`src/rtl/cache_mem_arbiter.sv`:
```
// Round-robin arbiter joining the I$ and D$ memory ports onto one memory bus.
// An in-order master-ID FIFO steers each memory response back to its issuer.
module cache_mem_arbiter #(
  parameter int unsigned OUTSTANDING_DEPTH = 2,
  parameter int unsigned ADDR_WIDTH = 32
) (
  input  logic                  clk,
  input  logic                  rst_n,
  input  logic [ADDR_WIDTH-1:0] m0_addr_i,
  input  logic [31:0]           m0_wdata_i,
  input  logic                  m0_we_i,
  input  logic [3:0]            m0_be_i,
  input  logic                  m0_req_i,
  output logic                  m0_gnt_o,
  output logic                  m0_rvalid_o,
  output logic [31:0]           m0_rdata_o,
  output logic                  m0_error_o,
  input  logic [ADDR_WIDTH-1:0] m1_addr_i,
  input  logic [31:0]           m1_wdata_i,
  input  logic                  m1_we_i,
  input  logic [3:0]            m1_be_i,
  input  logic                  m1_req_i,
  output logic                  m1_gnt_o,
  output logic                  m1_rvalid_o,
  output logic [31:0]           m1_rdata_o,
  output logic                  m1_error_o,
  output logic [ADDR_WIDTH-1:0] mem_addr_o,
  output logic [31:0]           mem_wdata_o,
  output logic                  mem_we_o,
  output logic [3:0]            mem_be_o,
  output logic                  mem_req_o,
  input  logic                  mem_gnt_i,
  input  logic                  mem_rvalid_i,
  input  logic [31:0]           mem_rdata_i,
  input  logic                  mem_error_i,
  output logic                  unexpected_rvalid_o
);

  localparam int unsigned PW =
    (OUTSTANDING_DEPTH > 1) ? $clog2(OUTSTANDING_DEPTH) : 1;
  localparam int unsigned CW = $clog2(OUTSTANDING_DEPTH) + 1;

  logic          id_q [OUTSTANDING_DEPTH];
  logic [PW-1:0] wptr;
  logic [PW-1:0] rptr;
  logic [CW-1:0] count;
  logic          locked;
  logic          lock_id;
  logic          prio;
  logic          unexpected;

  logic sel;
  logic sel_valid;
  logic sel_req;
  logic full;
  logic grant;
  logic pop;
  logic head;

  function automatic logic [PW-1:0] nxt(input logic [PW-1:0] p);
    if (OUTSTANDING_DEPTH == 1) return '0;
    return p + PW'(1);
  endfunction

  always_comb begin
    sel = 1'b0;
    sel_valid = 1'b0;
    unique case (1'b1)
      locked: begin
        sel = lock_id;
        sel_valid = 1'b1;
      end
      !locked && m0_req_i && m1_req_i: begin
        sel = prio;
        sel_valid = 1'b1;
      end
      !locked && m0_req_i && !m1_req_i: begin
        sel = 1'b0;
        sel_valid = 1'b1;
      end
      !locked && !m0_req_i && m1_req_i: begin
        sel = 1'b1;
        sel_valid = 1'b1;
      end
      default: ;
    endcase
  end

  assign sel_req   = sel ? m1_req_i : m0_req_i;
  assign full      = (count == CW'(OUTSTANDING_DEPTH));
  assign mem_req_o = rst_n & sel_valid & sel_req & ~full;
  assign grant     = mem_req_o & mem_gnt_i;
  assign m0_gnt_o  = grant & ~sel;
  assign m1_gnt_o  = grant & sel;

  assign mem_addr_o  = !sel_valid ? '0 : (sel ? m1_addr_i : m0_addr_i);
  assign mem_wdata_o = !sel_valid ? '0 : (sel ? m1_wdata_i : m0_wdata_i);
  assign mem_we_o    = sel_valid & (sel ? m1_we_i : m0_we_i);
  assign mem_be_o    = !sel_valid ? '0 : (sel ? m1_be_i : m0_be_i);

  assign head        = id_q[rptr];
  assign pop         = rst_n & mem_rvalid_i & (count != '0);
  assign m0_rvalid_o = pop & ~head;
  assign m1_rvalid_o = pop & head;
  assign m0_rdata_o  = m0_rvalid_o ? mem_rdata_i : '0;
  assign m1_rdata_o  = m1_rvalid_o ? mem_rdata_i : '0;
  assign m0_error_o  = m0_rvalid_o & mem_error_i;
  assign m1_error_o  = m1_rvalid_o & mem_error_i;

  assign unexpected_rvalid_o = unexpected;

  always_ff @(posedge clk) begin
    if (grant) id_q[wptr] <= sel;
  end

  always_ff @(posedge clk) begin
    if (!rst_n) begin
      wptr       <= '0;
      rptr       <= '0;
      count      <= '0;
      locked     <= 1'b0;
      lock_id    <= 1'b0;
      prio       <= 1'b0;
      unexpected <= 1'b0;
    end else begin
      if (grant) begin
        wptr   <= nxt(wptr);
        prio   <= ~sel;
        locked <= 1'b0;
      end else if (mem_req_o) begin
        // hold this request phase until the memory accepts it
        locked  <= 1'b1;
        lock_id <= sel;
      end
      if (pop) rptr <= nxt(rptr);
      unique case ({grant, pop})
        2'b10:   count <= count + CW'(1);
        2'b01:   count <= count - CW'(1);
        default: ;
      endcase
      if (mem_rvalid_i && count == '0) unexpected <= 1'b1;
    end
  end

endmodule

```
`config.mk`:
```
export PLATFORM = sky130hd
export DESIGN_NAME = cache_mem_arbiter
export DESIGN_NICKNAME = d
export VERILOG_FILES = /design/src/rtl/cache_mem_arbiter.sv
export SDC_FILE = /design/constraint.sdc
export NUM_CORES = 1
export LEC_CHECK = 0
export BUFFER_PORTS_ARGS = -buffer_cell sky130_fd_sc_hd__buf_2
export CAP_MARGIN = 20
export CORE_AREA = 3 3 121 123
export CTS_BUF_LIST = sky130_fd_sc_hd__clkbuf_4 sky130_fd_sc_hd__clkbuf_8
export DETAILED_ROUTE_END_ITERATION = 6
export DIE_AREA = 0 0 124 126
export GPL_TIMING_DRIVEN = 0
export SETUP_SLACK_MARGIN = 0.2
export SYNTH_ARGS = -nofsm -noshare
export SYNTH_HDL_FRONTEND = slang
export SYNTH_SLANG_ARGS = --single-unit
export TNS_END_PERCENT = 1
```
`constraint.sdc`:
```
create_clock -name clk -period 2.25 [get_ports clk]
set_input_delay 0.45 -clock clk [delete_from_list [all_inputs] [get_ports clk]]
set_output_delay 0.45 -clock clk [all_outputs]
set_load 0.01 [all_outputs]
```
[Word-level counts from Yosys, hierarchy flattened]
Memories as Yosys holds them, arrays and structs flattened. A register that Yosys moved wholly into a read port is not among the register bits.
Index checks and enable logic that the tools add are counted.
Operators by class
  $add $sub $neg: 4
  equality and inequality tests: 3
  multiplexer cells: 17
  bitwise operators: 18
  reduce and logical (&&, ||, !) cells: 15
Operator list (number)
  $mux 32: 6
  $and 1x1->1: 13
  $mux 4: 2
  $mux 1: 7
  $logic_and 1x1->1: 6
  $not 1->1: 5
  $eq 2x2->1 const B: 2
  $pmux 2 s2: 1
  $reduce_bool 2->1: 2
  $reduce_or 4->1: 1
  $logic_not 1->1: 3
  $pmux 1 s3: 1
  $add 1x1->1 const B: 2
  $add 2x1->2 const B: 1
  $eq 2x1->1 const B: 1
  $logic_not 2->1: 1
  $reduce_and 2->1: 1
  $reduce_or 2->1: 1
  $sub 2x1->2 const B: 1
Storage, ports and cells
  register bits: 8
  RAM bits: 2
  output and inout port bits: 141
  memories kept: 1
Memory list
  id_q: words 2, width 1, read ports 1, clocked after Yosys merged registers in 1, wr ports 1, line 43  | logic id_q [OUTSTANDING_DEPTH];

[Longest topological paths before layout]
Gate-level depths: netlist (run 1).
  word-level depth: 11
  gate-level depth with buffers: 8
  gate-level depth less buffers: 7

[Least setup slack after synthesis (run 1)]
No wires, ideal clock.
  path type: input -> register
  from: input port m1_req_i
  to: register count[1]
  setup time: 76 ps
  arrival time: 1838 ps
  required time: 2174 ps
  path slack: 337 ps
  cell stages on the path: 7
  path buffers: 1
  cell sequence: and2b_1 > nor2_1 > a211o_1 > buf_6 > ha_1 > or3_1 > a21boi_0
On the way
  cells in the longest elaborated chain, start to end: 10
  elaborated cells between the ends (all ways): 16
  those cells by class: 2 x eq/ne; 4 x mux; 4 x bitwise; 6 x reduce/logical
Ends and longest elaborated chain
  from (decl): line 22  | input logic m1_req_i,
  $logic_not 1->1: line 77  | !locked && m0_req_i && !m1_req_i: begin
  $logic_and 1x1->1: line 77
  $reduce_or 4->1 (no source line)
  $mux 1: line 68  | unique case (1'b1)
  $and 1x1->1: line 91  | assign mem_req_o = rst_n & sel_valid & sel_req & ~full;
  $and 1x1->1 (*) (2 in series): line 91
  $and 1x1->1 (*): line 92  | assign grant = mem_req_o & mem_gnt_i;
  $eq 2x1->1 or $eq 2x2->1 (tied branches): line 136  | unique case ({grant, pop})
  $pmux 2 s2 or $reduce_bool 2->1 (tied branches)
  to (signal assigned): line 137  | 2'b10: count <= count + CW'(1);
  to (signal assigned): line 138  | 2'b01: count <= count - CW'(1);
  to (decl): line 46  | logic [CW-1:0] count;
Every way passes the cells marked *; elsewhere a longest branch is shown, timed or not.
A chain may end at the register's enable or synchronous reset.

[Final worst setup path (run 1)]
  from: register locked
  to: output port mem_addr_o[27]
On the way
  cells in the longest elaborated chain, start to end: 6
  elaborated cells between the ends (all ways): 11
  those cells by class: 4 x mux; 7 x reduce/logical
Ends and longest elaborated chain
  from (decl): line 47  | logic locked;
  from (signal assigned): line 121  | locked <= 1'b0;
  from (signal assigned): line 129  | locked <= 1'b0;
  from (signal assigned): line 132  | locked <= 1'b1;
  $logic_not 1->1: line 73, 77, 81
  $logic_and 1x1->1, on equally long branches (2 in series): line 81, 73, 77
  $pmux 1 s3 or $reduce_or 4->1 (tied branches)
  $mux 32 or $mux 1 (tied branches): line 96, 68
  $mux 32 (*): line 96  | assign mem_addr_o = !sel_valid ? '0 : (sel ? m1_addr_i : m0_addr_i);
  to (decl): line 27  | output logic [ADDR_WIDTH-1:0] mem_addr_o,
Marked as above.

==> results by group, run 1 <==
Synthesis
  – Mapped cell area: 2490 sq um
  – Post-Synth XOR/XNOR Area: 1.06%
  – Mux cell area share after synthesis: 1.66%
  – Synth Register Bits: 11
  – Main area contributors after synthesis: a21oi_2, nand2_2, nand2_1
  – Syn Area/Cell: 6.29 sq um
  – Synth async-reset ratio: 0%
  – Post-synth EDFFs: 2
  – Predominant post-synthesis flop cell: dfxtp_1
  – Syn Nets: 573
  – Synth Area in Compound Gates: 27.4%
  – Largest family of logic cells by synthesized area: simple AND/OR/NAND/NOR gates
  – Synth Warn #: 0
  – Sequential share of the synthesized area: 9.66%
  – Yosys cell types: 36
  – Post-synthesis cell count: 395
  – Post-synth top area share: 23.6%
  – Post-synth top area cell: a21oi_2
  – Simple-Gate Fraction of Synth Area: 47.8%
  – Adder-cell share of the synthesized area: 0.503%

Timing
  – Slew HR: 70.2%
  – Layout Skew: 0.00291 ns
  – Final Max Tran Viols: 0
  – Max Clk Rate: 465 MHz
  – Final setup fails: 0
  – Fin crit period: 2.15 ns
  – Final Hold Vio Count: 0
  – RSZ-0062 raised after global routing: true
  – Worst-Margin Slew: 0.438 ns
  – Part of the cycle the worst path needs: 95.6%
  – TNS Setup: 0 ns
  – WHS: 0.478 ns

Place
  – Routability cong.: 0.745
  – Port Buffers: 317
  – Hpwl dp: 10900 um

Cells and area
  – Share of layout cells above drive strength 1: 70.3%
  – Area of the multi-input gates: 1980 sq um
  – # diodes: 0
  – Layout area overhead: 89.0%
  – Fillers: 1535
  – Register area: 244 sq um
  – Final layout net count: 909
  – Post-layout utilization of the core: 34.1%

Floorplanning
  – I/O pin count: 318
  – Initial Utilization: 18.1%
  – Die width: 124 um
  – Row count: 43
  – Die ar.: 15600 sq um
  – Die Y: 126 um
  – Core region area: 13800 sq um

Min path
  – HP Start: wptr$_SDFFE_PN0N_
  – HP Class: reg2reg
  – WHS Path Cells: 1
  – Worst Hold End: wptr$_SDFFE_PN0N_

Routing
  – Post-DR wirelength/cell: 14.1 um
  – Via density: 4.11
  – DRC: 0
  – Detailed-route via count: 3742
  – DRT iter0 DRCs: 43
  – Drt pass-1 iters: 4
  – DRT Wirelength: 12800 um
  – Antenna Nets Post-Route: 0

Power and ir drop
  – PD cells: 361 nW/um^2
  – Total power: 1.69 mW
  – Maximum VDD drop: 200 uV
  – Leakage power: 2.61 nW

Clock tree
  – Reg clk slew, reported paths: 0.05 ns
  – Clock Latency Late Sink: 0.23 ns
  – Num CTS Buffers: 3
  – Root buf cell: clkbuf_8
  – # H-tree levels: 1
  – CTS tree: yes
  – CTS Buffer Depth: 2
  – CTS Hold Buffers Added: 0
  – CTS sink count: 11

Critical path
  – Crit Path Class: reg2out
  – Reg2Reg Depth: 7
  – CP max stage cell: dfxtp_4
  – R2r endpoint: count[1]$_SDFFE_PN0P_
  – CP startpoint kind: flop
  – CP peak stage delay: 0.35 ns
  – Critical path capture point type: primary output
  – Maximum fanout along the worst path: 7
  – Reg2reg start: locked$_SDFFE_PP0N_
  – CP arrival: 1.70 ns
  – Reg2reg setup slack: 0.28 ns
  – Required @ worst endpoint: 1.80 ns
  – CP Cell Sequence: nand2b_1, o21a_1, buf_12, inv_8, clkbuf_16, nand2_2, a21oi_2, buf_2

Global route
  – Vias in the first global route: 3601
  – Initial antenna violation count: 2
  – Total congestion overflow: 0
  – Largest net degree at the start of global routing: 12
  – First-pass GRT wire length: 18200 um
  – All-Layer GR Usage: 14.6%

Job
  – Max_cap viols: 0

Run status
  – Status: complete, no violations
-- timing repair --
action / in CTS / in global routing
gates resized for setup: 28 / 17
endpoints found under the setup margin: 132 / 136
buffers inserted: 5 / 2
pin swaps: 3 / 1
gates cloned: 2 / 5
-- worst max-delay path, delay by kind of cell (launching register included) --
family,cells,cell delay (ns)
AO/OA/AOI/OAI,2,0.35
flip-flops,1,0.35
buffers and inverters,4,0.56
AND/OR/NAND/NOR,2,0.19
-- cell type report --
cell class / instances / share of cell area [%]
buffer: 33 / 7.08
clock buffer: 4 / 1.04
inverter: 3 / 0.799
multi-input combinational: 348 / 42.1
sequential: 11 / 5.19
tap: 180 / 4.79
timing repair buffer: 330 / 38.7
timing repair inverter: 1 / 0.240
-- routing by layer --
layer  share of wire [%]  global-route usage, %
met1                  36                   15.3
met2                  53                   29.4
met3                 9.2                   2.96
met4                0.99                   2.51
met5                0.16                      0
-- state kept, by name (all words and copies together) (netlist names), named ones only --
name / count
count: 2
id_q: 2
lock_id: 1
locked: 1
prio: 1
rptr: 1
unexpected_rvalid_o: 1
wptr: 1
-- power by group --
part	switching [mW]	internal, mW	leakage (nW)
clock network	0.0677	0.136	0.0262
logic	0.661	0.593	2.49
registers	0.0165	0.220	0.0932
-- cell usage in the layout, fill, tap and decap left out, types with 2 or more instances in the layout --
cell / count
nor2_1: 69
xnor2_1: 2
clkbuf_8: 3
buf_4: 13
o211a_1: 2
clkbuf_4: 3
nor2_2: 2
buf_12: 9
inv_1: 2
nand2_1: 106
nor3_1: 3
dfxtp_1: 8
buf_2: 317
edfxtp_1: 2
clkbuf_16: 5
a21oi_1: 3
buf_6: 7
nand2_2: 70
clkbuf_2: 6
clkbuf_1: 3
and2_1: 3
mux2i_1: 2
a21oi_2: 68
-- worst max-delay path by stage --
stage	to	startpoint	cells past startpoint
2_1_floorplan	count[1]$_SDFFE_PN0P_	m1_req_i	7
3_3_place_gp	mem_addr_o[8]	m0_req_i	5
3_5_place_dp	mem_addr_o[8]	m0_req_i	5
4_1_cts	mem_addr_o[5]	locked$_SDFFE_PP0N_	8
5_1_grt	mem_addr_o[15]	locked$_SDFFE_PP0N_	8
6_report	mem_addr_o[27]	locked$_SDFFE_PP0N_	8
-- stage by stage --
stage	cell area, sq um	cells	setup slack, ns
floorplan	2490	395	0.337
global placement	4300	892	-0.181
detailed placement	4300	892	-0.208
CTS	4510	903	0.0796
global route	4700	910	0.0257
finish	4700	910	0.0981
-- cells by family after synthesis --
family / after synthesis
adders and majority gates: 1
DFF: 11
muxes: 4
AOI/OAI and AO/OA: 79
xor gates and xnor gates: 3
and+or+nand+nor: 261
buffers and inverters: 36
-- synthesized netlist by cell type (2+ instances only) --
master and count:
buf_4 2, mux2i_1 3, nor3_1 3, nand2_1 109, dfxtp_1 9, nor2_1 71
xnor2_1 2, and2_1 3, nand2_2 67, edfxtp_1 2, a21oi_1 4, nor2b_1 2
buf_12 6, buf_6 2, buf_2 13, clkbuf_1 9, o211a_1 2, inv_1 2
a21oi_2 67
No activity file was read; power rests on OpenSTA's default activity.
==> inputs of run 2 (changes only) <==
==> constraint.sdc (replaced) <==
create_clock -name clk -period 2.3 [get_ports clk]
set_input_delay 0.46 -clock clk [delete_from_list [all_inputs] [get_ports clk]]
set_output_delay 0.46 -clock clk [all_outputs]
set_load 0.01 [all_outputs]
==> run 2 against run 1 <==
  * Count of clock-buffer cells in the layout is the same
  * Clock skew is essentially flat
  * Power shrank 2.9%
  * First-iteration DRC count grew 7.0%
  * Sequential share of layout area is essentially flat
  * Wire length shrank 0.56%
  * Critical path depth is the same
  * Sequential power shrank 2%
  * Sequential cell count is the same
  * Critical path type unchanged
  * Largest cell class unchanged
  * Highest routed layer unchanged
==> results by group, run 2 (same netlist as run 1, synthesis figures left out) <==
Critical path
  – Required @ worst endpoint: 1.84 ns (+0.04 ns)
  – Maximum fanout along the worst path: 10 (+3)
  – Worst setup path startpoint: locked$_SDFFE_PP0N_
  – R2r endpoint: count[1]$_SDFFE_PN0P_
  – Reg2reg start: locked$_SDFFE_PP0N_
  – Reg2reg setup slack: 0.31 ns (+0.03 ns)
  – Worst setup path end: mem_wdata_o[9]
  – Crit Path Class: reg2out
  – CP arrival: 1.70 ns (about the same)
  – Reg2Reg Depth: 7 (unchanged)
  – CP startpoint kind: flop
  – Critical path capture point type: primary output

Job
  – Max_cap viols: 0 (unchanged)

Global route
  – First-pass GRT wire length: 18200 um (+0.12%)
  – Largest net degree at the start of global routing: 12 (unchanged)
  – Total congestion overflow: 0 (unchanged)
  – Initial antenna violation count: 2 (unchanged)
  – Vias in the first global route: 3600 (-0.028%)
  – All-Layer GR Usage: 14.6% (about the same)

Clock tree
  – # H-tree levels: 1 (unchanged)
  – CTS sink count: 11 (unchanged)
  – Reg clk slew, reported paths: 0.05 ns (about the same)
  – Root buf cell: clkbuf_8
  – Num CTS Buffers: 3 (unchanged)
  – Clock Latency Late Sink: 0.23 ns (about the same)
  – CTS Buffer Depth: 2 (unchanged)
  – CTS tree: yes

Timing
  – Layout Skew: 0.00314 ns (+0.000229 ns)
  – Max Clk Rate: 464 MHz
  – Worst-Margin Slew: 0.426 ns (-0.0121 ns)
  – Part of the cycle the worst path needs: 93.7%
  – Final setup fails: 0 (unchanged)
  – RSZ-0062 raised after global routing: true
  – Slew HR: 71.0% (+0.82 points)
  – WHS: 0.478 ns (-0.0000730 ns)
  – Final Max Tran Viols: 0 (unchanged)
  – Final Hold Vio Count: 0 (unchanged)
  – Fin crit period: 2.16 ns

Routing
  – Drt pass-1 iters: 4 (unchanged)
  – Via density: 4.13 (+0.35%)
  – DRC: 0 (unchanged)
  – DRT iter0 DRCs: 46 (+7.0%)
  – Detailed-route via count: 3747 (+0.13%)
  – Antenna Nets Post-Route: 0 (unchanged)
  – DRT Wirelength: 12700 um (-0.56%)
  – Post-DR wirelength/cell: 14.0 um (-0.34%)

Power and ir drop
  – PD cells: 352 nW/um^2 (-2.3%)
  – Maximum VDD drop: 196 uV (-1.8%)
  – Total power: 1.64 mW (-2.9%)
  – Leakage power: 2.60 nW (-0.26%)

Place
  – Routability cong.: 0.745 (unchanged)
  – Hpwl dp: 10900 um (unchanged)
  – Port Buffers: 317 (unchanged)

Cells and area
  – # diodes: 0 (unchanged)
  – Final layout net count: 907 (-0.22%)
  – Fillers: 1538 (+0.20%)
  – Layout area overhead: 87.8%
  – Biggest regs: count (2), id_q (2)
  – Share of layout cells above drive strength 1: 70.5% (+0.19 points)
  – Most frequent cells in the layout: buf_2, nand2_1, nand2_2
  – Commonest non-fill, non-tap cell in the layout: buf_2

Min path
  – HP Class: reg2reg

Floorplanning
  – Initial Utilization: 18.1% (unchanged)
  – Core region area: 13800 sq um (unchanged)
  – Die Y: 126 um (unchanged)
  – Die ar.: 15600 sq um (unchanged)
  – Die width: 124 um (unchanged)
  – I/O pin count: 318 (unchanged)
  – Row count: 43 (unchanged)

Run status
  – Status: complete, no violations
[run 2: layout make-up]
type                            instances  area [sq um]  area share (%)
Buffer                                 33           340            7.29
Clock buffer                            4          48.8            1.05
Inverter                                3          37.5           0.804
Multi-Input combinational cell        348          1990            42.7
Sequential cell                        11           244            5.23
Tap cell                              180           225            4.82
Timing Repair Buffer                  328          1770            37.9
Timing Repair inverter                  1          8.76           0.188
[run 2: through the flow]
stage / utilization, % / setup WS [ns] / instance area [sq um] / TNS (ns) / cells
after global routing: 33.9 / 0.0773 / 4670 / 0 / 908
after detailed placement: 31.2 / -0.178 / 4300 / -4.06 / 892
after floorplan: - / 0.377 / 2490 / 0 / 395
final: 33.9 / 0.144 / 4670 / 0 / 908
after CTS: 32.7 / 0.127 / 4510 / 0 / 903
after global placement: 31.2 / -0.151 / 4300 / -2.64 / 892
[run 2: layer usage]
| layer | up-vias | share of wire, % | track usage, % |
|---|---|---|---|
| met4 | 4 | 1.0 | 2.51 |
| met5 | - | 0.17 | 0 |
| met1 | 1599 | 36 | 15.4 |
| met3 | 10 | 9.4 | 2.96 |
| met2 | 208 | 54 | 29.3 |
| li1 | 1926 | - | - |
[run 2: what timing repair did]
action	in CTS	in global routing
pin swaps	3	2
endpoints found under the setup margin	132	127
endpoints found under the hold margin	0	0
cloned	2	3
gates resized for setup	29	20
setup buffers	5	2
hold buffers	0	0
[run 2: where the power goes]
part	switching, mW	internal [mW]
Combinational	0.643	0.569
Clock	0.0669	0.133
Sequential	0.0176	0.215
Total	0.727	0.918
[run 2: worst min-delay path by stage]
stage,from,to,cells after the start
after floorplan,wptr$_SDFFE_PN0N_,wptr$_SDFFE_PN0N_,1
after global placement,wptr$_SDFFE_PN0N_,wptr$_SDFFE_PN0N_,1
after detailed placement,wptr$_SDFFE_PN0N_,wptr$_SDFFE_PN0N_,1
after CTS,wptr$_SDFFE_PN0N_,wptr$_SDFFE_PN0N_,1
after global routing,wptr$_SDFFE_PN0N_,wptr$_SDFFE_PN0N_,1
final,wptr$_SDFFE_PN0N_,wptr$_SDFFE_PN0N_,1
[run 2: worst max-delay path, cell delays in order (launching register included)]
cell and delay (ns):
dfxtp_4 0.36, nand2b_4 0.13, o21a_1 0.21, buf_12 0.16
inv_6 0.09, buf_12 0.14, nand2_2 0.06, a21oi_2 0.14
buf_2 0.15
